[src/rtl/rdc_pkg.sv]
// Shared types and sizing helpers for the RDC interrupt event logger.
package rdc_pkg;

    localparam int N_CORES_DEF     = 2;
    localparam int CORE_EVENTS_DEF = 4;
    localparam int TS_WIDTH_DEF    = 32;

    // Width of a flat flag index; a single flag still needs one bit.
    function automatic int id_width(input int n_flags);
        return (n_flags > 1) ? $clog2(n_flags) : 1;
    endfunction

    localparam int N_FLAGS_DEF  = N_CORES_DEF * CORE_EVENTS_DEF;
    localparam int ID_WIDTH_DEF = id_width(N_FLAGS_DEF);

    typedef struct packed {
        logic [ID_WIDTH_DEF-1:0] id;
        logic [TS_WIDTH_DEF-1:0] ts;
    } rdc_log_entry_t;

endpackage

[src/rtl/rdc_log_fifo.sv]
// First-word-fall-through log FIFO; push into a full FIFO is accepted only
// when a pop frees the head slot in the same cycle.
module rdc_log_fifo import rdc_pkg::*; #(
    parameter int  DEPTH   = 8,
    parameter type entry_t = rdc_log_entry_t,
    localparam int AW      = $clog2(DEPTH)
) (
    input  logic          clk_i,
    input  logic          rstn_i,
    input  logic          flush_i,
    input  logic          push_i,
    input  entry_t        push_data_i,
    input  logic          pop_i,
    output entry_t        head_o,
    output logic          empty_o,
    output logic          full_o,
    output logic [AW:0]   count_o
);

    entry_t      mem_q [DEPTH];
    logic [AW:0] wr_ptr_q, rd_ptr_q;
    logic        do_push, do_pop;

    assign count_o = wr_ptr_q - rd_ptr_q;
    assign empty_o = (count_o == '0);
    assign full_o  = count_o[AW];
    assign do_pop  = pop_i & ~empty_o;
    assign do_push = push_i & (~full_o | do_pop);
    assign head_o  = empty_o ? '0 : mem_q[rd_ptr_q[AW-1:0]];

    // NOTE: sequential state is assigned with <= so every flop samples pre-edge values.
    always_ff @(posedge clk_i or negedge rstn_i) begin
        if (!rstn_i) begin
            wr_ptr_q <= '0;
            rd_ptr_q <= '0;
        end else if (flush_i) begin
            wr_ptr_q <= '0;
            rd_ptr_q <= '0;
        end else begin
            if (do_push) wr_ptr_q <= wr_ptr_q + 1'b1;
            if (do_pop)  rd_ptr_q <= rd_ptr_q + 1'b1;
        end
    end

    // NOTE: storage has no reset; the pointers define validity and head_o is masked when empty.
    always_ff @(posedge clk_i) begin
        if (do_push && !flush_i) mem_q[wr_ptr_q[AW-1:0]] <= push_data_i;
    end

endmodule

[src/rtl/rdc_irq_logger.sv]
// Turns rising RDC overrun flags into time-stamped log entries, one per
// flag, drained by software through a FWFT FIFO with a level interrupt.
module rdc_irq_logger import rdc_pkg::*; #(
    parameter int  N_CORES     = N_CORES_DEF,
    parameter int  CORE_EVENTS = CORE_EVENTS_DEF,
    parameter int  TS_WIDTH    = TS_WIDTH_DEF,
    parameter int  FIFO_DEPTH  = 8,
    parameter int  DROP_WIDTH  = 8,
    localparam int N_FLAGS     = N_CORES * CORE_EVENTS,
    localparam int ID_WIDTH    = id_width(N_FLAGS),
    localparam int CNT_WIDTH   = $clog2(FIFO_DEPTH) + 1
) (
    input  logic                  clk_i,
    input  logic                  rstn_i,
    input  logic                  enable_i,
    input  logic                  clear_i,
    input  logic [N_FLAGS-1:0]    irq_vector_i,
    output logic                  rd_valid_o,
    input  logic                  rd_ready_i,
    output logic [ID_WIDTH-1:0]   rd_id_o,
    output logic [TS_WIDTH-1:0]   rd_ts_o,
    output logic [CNT_WIDTH-1:0]  count_o,
    output logic                  overflow_o,
    output logic [DROP_WIDTH-1:0] drop_cnt_o,
    output logic                  irq_o
);

    localparam int INC_W = $clog2(N_FLAGS + 2);
    localparam int SUM_W = DROP_WIDTH + INC_W;

    typedef struct packed {
        logic [ID_WIDTH-1:0] id;
        logic [TS_WIDTH-1:0] ts;
    } entry_t;

    logic [TS_WIDTH-1:0]   ts_q, ts_d;
    logic [N_FLAGS-1:0]    prev_q, prev_d, pend_q, pend_d;
    logic [N_FLAGS-1:0]    new_edge, merge, sel;
    logic [TS_WIDTH-1:0]   ts_cap_q [N_FLAGS];
    logic [ID_WIDTH-1:0]   sel_id;
    logic                  push_req, accepted, discard, pop;
    logic                  fifo_full, fifo_empty;
    logic                  overflow_q, overflow_d;
    logic [DROP_WIDTH-1:0] drop_q, drop_d;
    logic [INC_W-1:0]      inc;
    logic [SUM_W-1:0]      drop_sum;
    entry_t                push_entry, head;

    assign rd_valid_o = ~fifo_empty;
    assign irq_o      = rd_valid_o;
    assign pop        = rd_valid_o & rd_ready_i;
    assign rd_id_o    = head.id;
    assign rd_ts_o    = head.ts;
    assign overflow_o = overflow_q;
    assign drop_cnt_o = drop_q;

    always_comb begin
        // NOTE: every signal gets a default first so no path can infer a latch.
        new_edge = enable_i ? (irq_vector_i & ~prev_q) : '0;
        merge    = new_edge & pend_q;
        // Isolate the lowest set pending bit: that flag is serialized this cycle.
        sel      = pend_q & (~pend_q + N_FLAGS'(1));
        sel_id   = '0;
        for (int k = N_FLAGS - 1; k >= 0; k--) begin
            if (pend_q[k]) sel_id = ID_WIDTH'(k);
        end

        push_req   = enable_i & ~clear_i & (|pend_q);
        accepted   = push_req & (~fifo_full | pop);
        discard    = push_req & ~accepted;
        push_entry = '{id: sel_id, ts: ts_cap_q[sel_id]};

        inc = INC_W'(discard);
        for (int k = 0; k < N_FLAGS; k++) begin
            inc = inc + INC_W'(merge[k]);
        end
        drop_sum = SUM_W'(drop_q) + SUM_W'(inc);

        prev_d = enable_i ? irq_vector_i : '0;
        if (clear_i || !enable_i) pend_d = '0;
        else                      pend_d = (pend_q & ~sel) | (new_edge & ~pend_q);

        if (clear_i)       ts_d = '0;
        else if (enable_i) ts_d = ts_q + 1'b1;
        else               ts_d = ts_q;

        if (clear_i) begin
            overflow_d = 1'b0;
            drop_d     = '0;
        end else begin
            overflow_d = overflow_q | discard;
            drop_d     = (drop_sum[SUM_W-1:DROP_WIDTH] != '0) ? '1 : drop_sum[DROP_WIDTH-1:0];
        end
    end

    always_ff @(posedge clk_i or negedge rstn_i) begin
        if (!rstn_i) begin
            ts_q       <= '0;
            prev_q     <= '0;
            pend_q     <= '0;
            overflow_q <= 1'b0;
            drop_q     <= '0;
        end else begin
            ts_q       <= ts_d;
            prev_q     <= prev_d;
            pend_q     <= pend_d;
            overflow_q <= overflow_d;
            drop_q     <= drop_d;
        end
    end

    // A merged edge keeps the timestamp of the edge that is still waiting.
    always_ff @(posedge clk_i or negedge rstn_i) begin
        if (!rstn_i) begin
            for (int k = 0; k < N_FLAGS; k++) ts_cap_q[k] <= '0;
        end else begin
            for (int k = 0; k < N_FLAGS; k++) begin
                if (new_edge[k] && !pend_q[k]) ts_cap_q[k] <= ts_q;
            end
        end
    end

    rdc_log_fifo #(
        .DEPTH   (FIFO_DEPTH),
        .entry_t (entry_t)
    ) u_fifo (
        .clk_i       (clk_i),
        .rstn_i      (rstn_i),
        .flush_i     (clear_i),
        .push_i      (accepted),
        .push_data_i (push_entry),
        .pop_i       (pop),
        .head_o      (head),
        .empty_o     (fifo_empty),
        .full_o      (fifo_full),
        .count_o     (count_o)
    );

endmodule
[config.mk]
export PLATFORM = sky130hd
export DESIGN_NAME = rdc_irq_logger
export DESIGN_NICKNAME = d
export VERILOG_FILES = /design/src/rtl/rdc_pkg.sv /design/src/rtl/rdc_log_fifo.sv /design/src/rtl/rdc_irq_logger.sv
export SDC_FILE = /design/constraint.sdc
export NUM_CORES = 1
export LEC_CHECK = 0
export CAP_MARGIN = 20
export CORE_MARGIN = 3
export CORE_UTILIZATION = 60
export DETAILED_ROUTE_END_ITERATION = 7
export PLACE_DENSITY_LB_ADDON = 0.05
export SLEW_MARGIN = 15
export SYNTH_ARGS = -nofsm -noshare
export SYNTH_HDL_FRONTEND = slang
export SYNTH_SLANG_ARGS = --single-unit
[constraint.sdc]
create_clock -name clk_i -period 7.66 [get_ports clk_i]
set_input_delay 1.915 -clock clk_i [delete_from_list [all_inputs] [get_ports clk_i]]
set_output_delay 1.915 -clock clk_i [all_outputs]
set_load 0.05 [all_outputs]
==> summary.md <==
| Metric | Value |
|---|---|
| CP top delay family | `buffers and inverters` |
| Die Area | `46900 sq um` |
| IO Count | `63` |
| Clock sink count | `601` |
| Minimum clock period | `6.18 ns` |
| Final WS setup | `1.48 ns` |
| First-pass GRT wire length | `90.7 mm` |
| Critical-path cell list | `ha_1 -> fa_1 -> inv_1 -> or3_1 -> nor3_4 -> buf_4 -> inv_1 -> clkdlybuf4s50_1` |
| Share of power burned in registers | `0.408` |
| Area growth from synthesis to layout | `12.1%` |
| Main synth FF type | `dfrtp_1` |
| Crit path largest cell delay | `0.71 ns` |
| Slew Viols, Final | `0` |
| Setup violations, final | `0` |
| Core area | `43500 sq um` |
| Post-synth EDFFs | `280` |
| DRT iter0 DRCs | `1181` |
| Fin Clk Skew | `0.0210 ns` |
| Combinational group share of total power | `0.246` |
| Worst slew margin | `0.274` |
| Share of synthesized registers carrying an async set or reset | `0.534` |
| Seq/Total Area, Yosys | `0.618` |
| Worst setup EP type | `output pin` |
| Yosys cell types | `54` |
| DP Wirelength | `31.2 mm` |
| Mapped cell area | `26600 sq um` |
| Final Hold Fails | `0` |
| Arr. time, crit path | `4.27 ns` |
| Initial antenna violation count | `0` |
| Post-CTS Setup Inserts | `0` |
| Clk pwr share | `0.346` |
| Max Clk Rate | `162 MHz` |
| CTS root buffer | `clkbuf_16` |
| Pre-CTS WS | `1.16 ns` |
| Pwr dens | `290 nW/um^2` |
| Detailed-route DRC error count | `0` |
| Tot GR Track Use | `0.249` |
| Clock transition at path regs | `0.06 ns` |
| Max Cap Viol | `0` |
| Routability cong. | `0.763` |
| Routed Antenna Nets | `0` |
| #FFs+latches synth | `601` |
| Unrepaired setup endpoints after global routing | `no` |
| Hold_buf cts | `0` |
| Longest Clk Path Bufs | `3` |
| Number of global-route vias before repair | `15737` |
| Hold slack | `0.488 ns` |
| CP Launch Type | `flip-flop` |
| Status | `finished, final reports clean` |
| Share of cells above drive strength 1 | `0.314` |
| CP Buf/Inv Count | `4` |
| Syn Area/Cell | `14.2 sq um` |
| CTS tree | `yes` |
| IO buf count | `62` |
| Placement Rows | `76` |
| Most frequent cells after synthesis | `dfrtp_1 (321), mux2_2 (312), edfxtp_1 (280)` |
| Die X | `217 um` |
| TNS Setup | `0 ns` |
| Largest area contributor in the netlist | `edfxtp_1` |
| Yosys top cell area share | `0.316` |
| Total CTS buffers | `59` |
| DR vias/cell | `6.02` |
| Pleak | `12.8 nW` |
| Starting density of the core | `0.612` |
| DR WL/cell | `22.5 um` |
| Final net count | `1937` |
| NetSw | `0.00268 W` |
| Worst-margin pin slew | `1.08 ns` |
| Hold Crit Class | `reg -> reg` |
| Worst VDD drop | `0.418 mV` |
| Fin cells | `2540` |
| Most common cell in the netlist | `dfrtp_1` |
| Syn_nets | `1909` |
| Cell internal pwr | `0.00598 W` |
| Synthesized instance count | `1877` |
| First-pass iteration count of the detailed router | `5` |
| Largest net degree at the start of global routing | `160` |
| Period utilization | `0.807` |
| Most used cell, CP | `inv_1` |
| Max FO, Critical Path | `25` |
| DP Cell Count | `2425` |
| CTS H-tree depth | `2` |
| Data required, critical path | `5.75 ns` |
| Fillers | `3018` |
| Clock network latency to the later pin of the worst-skew pair | `0.62 ns` |
| Die Ht | `217 um` |
| Net Sw Frac | `0.310` |
| Yosys warning total | `0` |
| GRT overflow | `0` |
| Synth area leaders | `edfxtp_1 (32%), dfrtp_1 (30%), mux2_2 (13%), mux4_2 (5.9%), nor2_1 (3.4%)` |
| CP max stage cell | `clkdlybuf4s50_1` |
| Post-cts repair resize count | `0` |
| Routed WL | `57.1 mm` |
| DR vias | `15294` |
| Crit Path Class | `reg -> out` |
==> flip-flops by register name, indices dropped and copies added (netlist names) <==
signal           cells
u_fifo.mem_q       280
u_fifo.wr_ptr_q      4
overflow_o           1
ts_q                32
ts_cap_q           256
prev_q               8
u_fifo.rd_ptr_q      4
pend_q               8
drop_cnt_o           8
==> cell usage in the layout (no fill, tap or decap), types with 22 or more instances in the layout <==
master           count
a21oi_1             64
a221oi_1            32
buf_4               80
clkbuf_16           59
clkdlybuf4s50_1     26
dfrtp_1            319
edfxtp_1           280
inv_1               28
mux2_1              30
mux2_2             312
mux4_2              70
nand2_1            102
nor2_1             237
nor2b_1             37
nor4_2              25
xor2_1              22
==> worst paths after layout <==
path,endpoint,slack (ns),start,depth (start not counted)
max in group asynchronous,ts_cap_q[96],4.88,rstn_i,2
hold reg to reg,ts_cap_q[232],0.49,ts_cap_q[232],1
hold / removal,ts_cap_q[232],0.49,ts_cap_q[232],1
min in group asynchronous,ts_cap_q[51],1.35,rstn_i,1
setup reg to reg,drop_cnt_o[0],2.32,u_fifo.rd_ptr_q[1],17
setup / recovery,irq_o,1.48,u_fifo.rd_ptr_q[0],8
==> stage by stage <==
stage / total power (W) / util / cell area, sq um
after floorplan: 0.00507 / - / 26600
after detailed placement: 0.00572 / 0.638 / 27700
after global placement: 0.00570 / 0.638 / 27700
after CTS: 0.00872 / 0.685 / 29800
after global routing: 0.00896 / 0.686 / 29800
final: 0.00866 / 0.686 / 29800
==> per-layer routing <==
layer,vias to the layer above,share of wire,global-route usage
met5,-,0,0
met1,8068,0.45,0.361
met3,73,0.042,0.0300
li1,6864,-,-
met2,289,0.49,0.410
met4,0,0.017,0.0615
==> final cells by class <==
class | count | area [sq um] | share of cell area
Multi-Input combinational cell | 1101 | 9560 | 0.321
Timing Repair Buffer | 111 | 948 | 0.0318
Tap cell | 585 | 732 | 0.0245
Sequential cell | 601 | 16400 | 0.551
Clock buffer | 81 | 1630 | 0.0546
Antenna cell | 1 | 2.50 | 0.0000839
Inverter | 31 | 119 | 0.00398
Clock inverter | 29 | 390 | 0.0131
==> power by group through the flow <==
stage / Clock, W / Sequential [W] / Combinational, W
after global placement: 0 / 0.00359 / 0.00211
after CTS: 0.00306 / 0.00353 / 0.00214
final: 0.00300 / 0.00353 / 0.00213
after floorplan: 0 / 0.00354 / 0.00153
after global routing: 0.00317 / 0.00354 / 0.00225
after detailed placement: 0 / 0.00359 / 0.00213
==> cells by family after synthesis <==
logic type                 Yosys count  synth area share
buffers and inverters              175            0.0293
muxes                              424             0.210
AOI/OAI and AO/OA                  125            0.0297
xor gates and xnor gates            35            0.0115
DFF                                601             0.618
and+or+nand+nor                    498            0.0908
adders and majority gates           19            0.0109
Note: power is estimated with default switching activity, not from simulation.
==> RTL edit 1 (same settings) <==
Set the parameter `DROP_WIDTH` to 6 (it was 8).
--- a/src/rtl/rdc_irq_logger.sv
+++ b/src/rtl/rdc_irq_logger.sv
@@ -6,5 +6,5 @@
     parameter int  TS_WIDTH    = TS_WIDTH_DEF,
     parameter int  FIFO_DEPTH  = 8,
-    parameter int  DROP_WIDTH  = 8,
+    parameter int  DROP_WIDTH  = 6,
     localparam int N_FLAGS     = N_CORES * CORE_EVENTS,
     localparam int ID_WIDTH    = id_width(N_FLAGS),
Interface: changed (resized drop_cnt_o); port bits go from 63 to 61. No check against the original RTL was run, so the function may have changed too.
==> RTL edit 1 against the unedited design <==
- cell count fell by 0.75%
- final area down 0.51%
- global-route usage rose by 0.80 points
- count of clock-buffer cells in the layout rose by 9
- worst setup slack worse by 0.092 ns
- first-iteration DRC count down 17%
- sequential cell count fell by 2
- wire length is 2.9% higher
- power up 0.34%
- critical path depth increased by 6
- synthesized cell count shrank 0.59%
- synthesized area is 0.79% lower
==> RTL edit 1: results (changes against the unedited design) <==
[final_layout]
seq_share=0.552  ; +0.00115
multi_input_area_share=0.318  ; -0.00219
nClkBuffers=90  ; +11%
nets=1919  ; -0.93%
signal_buffers=105  ; -5.4%
multi_input_cells=1090  ; -1.0%

[synth]
ys_seq_area_frac=0.621  ; +0.00305
synth.distinct_cells=51  ; -5.6%
synth_area_leaders=edfxtp_1, dfrtp_1, mux2_2
async_reset_ff_frac=0.533  ; -0.00156
yosys.area_share.adder=0.0110  ; +0.0000873
yosys-mux-area-fraction=0.211  ; +0.000688
synth_xor_area_frac=0.0123  ; +0.000756

[route]
finalWirelength_um=58700  ; +2.9%
drt-initial-drc-count=979  ; -17%

[placement]
io_buffers=60  ; -3.2%
dpl.hpwl_um=31800  ; +2.1%
dp_worst_setup_slack_ns=0.797  ; -0.364 ns

[grt]
grt_max_degree=129  ; -19%
grt_pass1_wl_um=91900  ; +1.3%
track_usage=0.257  ; +0.00805

[status]
outcome=finished, final reports clean

[clock_tree]
cts_buffers=60  ; +1.7%

[setup_path]
crit_fanout=15  ; -40%

[sta]
relSlewSlack=0.245  ; -0.0289

-- RTL edit 1: changes by cell type after synthesis, moves of 7 or more --
cell and change:
mux2_4 -9, a21oi_1 -7, nand4_1 -7, buf_2 -15, nor2_1 +9, mux2_1 +24
clkbuf_1 +14, nor3_1 +7, mux2_2 -17
-- RTL edit 1: layer usage --
| layer | track usage | share of wire |
|---|---|---|
| met1 | 0.352 | 0.44 |
| met2 | 0.442 | 0.50 |
| met3 | 0.0382 | 0.047 |
| met4 | 0.0617 | 0.017 |
| met5 | 0 | 0 |
-- RTL edit 1: final timing paths --
path,start,endpoint,slack [ns],cells after the start
hold reg to reg,ts_cap_q[216],ts_cap_q[216],0.50,1
setup reg to reg,u_fifo.rd_ptr_q[1],drop_cnt_o[4],2.38,16
min in group asynchronous,rstn_i,ts_cap_q[113],1.37,1
setup / recovery,enable_i,drop_cnt_o[4],1.38,14
hold / removal,ts_cap_q[216],ts_cap_q[216],0.50,1
max in group asynchronous,rstn_i,u_fifo.rd_ptr_q[0],4.80,2
-- RTL edit 1: per-stage QoR --
| step | instance area, um2 | total power [uW] | cells | util | hold slack, ns |
|---|---|---|---|---|---|
| 3_3_place_gp | 27500 | 5670 | 2409 | 0.636 | 0.481 |
| 4_1_cts | 29700 | 8760 | 2520 | 0.685 | 0.501 |
| 5_1_grt | 29700 | 9010 | 2521 | 0.686 | 0.507 |
| 3_5_place_dp | 27500 | 5690 | 2409 | 0.636 | 0.487 |
| 6_report | 29700 | 8690 | 2521 | 0.686 | 0.498 |
| 2_1_floorplan | 26400 | 5040 | 1866 | - | 0.436 |
-- RTL edit 1: where the power goes --
part | internal [uW] | total, uW | switching [uW]
Sequential | 3450 | 3510 | 62.3
Clock | 1860 | 3070 | 1210
Combinational | 693 | 2100 | 1410
Total | 6000 | 8690 | 2690
==> RTL edit 2 (same settings) <==
Made on the original files. Register the output `count_o`; this adds one clock of latency there. The other outputs are not delayed to match.
--- a/src/rtl/rdc_irq_logger.sv
+++ b/src/rtl/rdc_irq_logger.sv
@@ -33,4 +33,6 @@
         logic [TS_WIDTH-1:0] ts;
     } entry_t;
+
+    logic [CNT_WIDTH-1:0] count_d;
 
     logic [TS_WIDTH-1:0]   ts_q, ts_d;
@@ -134,6 +136,10 @@
         .empty_o     (fifo_empty),
         .full_o      (fifo_full),
-        .count_o     (count_o)
+        .count_o     (count_d)
     );
 
+    always_ff @(posedge clk_i) begin
+        count_o <= count_d;
+    end
+
 endmodule
Formal check against the unedited RTL: not equivalent (Yosys sat finds a counterexample within 4 cycles, from zero or initial values and one cycle with rstn_i low).
==> RTL edit 2 against the unedited design <==
- sequential cell count is 4 higher
- synthesized area down 0.31%
- final area is 0.21% higher
- power increased by 0.47%
- wire length up 1.4%
- clock skew shrank 0.0042 ns
- sequential share of layout area is 0.15 points higher
- worst setup slack about the same
- critical path type unchanged
- largest power group unchanged
==> RTL edit 2: results (changes against the unedited design) <==
[setup_path]
reg2reg_depth=18  ; +1
timing.rr.end=drop_cnt_o[3]

[grt]
grtUsageMet3=0.0314  ; +0.00140
met2_usage=0.429  ; +0.0191
track_usage=0.253  ; +0.00410
grt_pass1_vias=15700  ; -0.34%
grt_pass1_wl_um=91500  ; +0.81%
grtUsageMet1=0.359  ; -0.00265

[route]
drt-initial-drc-count=1085  ; -8.1%
dr_total_vias=15400  ; +0.43%
finalWirelength_um=57800  ; +1.4%

[final_layout]
layout-drive-gt1-share=0.326  ; +0.0116
fill_cells=3063  ; +1.5%

[power_and_ir_drop]
intPower_uw=6060  ; +1.4%
leakagePower_uw=0.0128  ; -0.12%
ir_worst_vdd_mv=0.346  ; -17%
clock_power_uw=3060  ; +2%
pwr-share-seq=0.409  ; about the same

[synth]
synthesis.nets=1910  ; +0.052%
synth_area_per_cell_um2=14.1  ; -0.36%
async_reset_ff_frac=0.531  ; -0.00353
synth_common_cells=mux2_2, dfrtp_1, edfxtp_1
ys_seq_area_frac=0.623  ; +0.00494

[hold_path]
hold_end=ts_cap_q[216]
hp-start=ts_cap_q[216]

[clock_tree]
cts_buffers=60  ; +1.7%

[placement]
dpl.hpwl_um=31900  ; +2.3%
dp_worst_setup_slack_ns=1.10  ; -0.0609 ns
dp.cells=2435  ; +0.41%
gp_congestion=0.773  ; +1.3%

[sta]
fin_skew_ns=0.0168  ; -0.00421 ns

[status]
outcome=finished, final reports clean

## RTL edit 2: changes by cell type in the layout (fill, tap and decap cells not counted), moves of 5 or more
cell             delta
nor3_4              -5
clkbuf_8            +9
mux2_1             -30
nor4_1              +7
mux2_2             +39
nand3_1             +5
buf_4               -6
nand2_1             -6
mux2_4              -9
clkdlybuf4s50_1    +10
inv_1               +5
nand4_1             -5
## RTL edit 2: cell type report
class	instances	area, um2	share of cell area
Sequential cell	605	16500	0.553
Multi-Input combinational cell	1097	9440	0.316
Clock buffer	88	1770	0.0591
Timing Repair Buffer	115	966	0.0323
Tap cell	585	732	0.0245
Clock inverter	24	330	0.0110
Inverter	35	134	0.00448
## RTL edit 2: how the worst max path moves through the flow
stage	end	slack [ns]
detailed placement	drop_cnt_o[5]	1.10
finish	rd_ts_o[28]	1.48
global route	rd_ts_o[28]	1.21
global placement	drop_cnt_o[0]	1.19
floorplan	u_fifo.mem_q[4][0]	0.97
CTS	rd_ts_o[28]	1.35
## RTL edit 2: kinds of logic (layout without fill, tap and decap cells)
family / count (synthesis) / count (layout) / synth area share
flip-flops: 605 / 605 / 0.623
AND/OR/NAND/NOR: 490 / 490 / 0.0868
multiplexers: 425 / 425 / 0.210
buffers and inverters: 176 / 262 / 0.0282
AO/OA/AOI/OAI: 133 / 133 / 0.0316
XOR/XNOR: 30 / 30 / 0.00990
adder cells (fa/ha/maj): 19 / 19 / 0.0109
## RTL edit 2: critical path, cell delays in order (launching register included)
cell and delay (ns):
dfrtp_4 0.74, ha_1 0.34, fa_1 0.48, inv_1 0.05, or3_1 0.45, nor3_4 0.19
buf_4 0.47, a21oi_1 0.16, clkdlybuf4s50_1 0.74
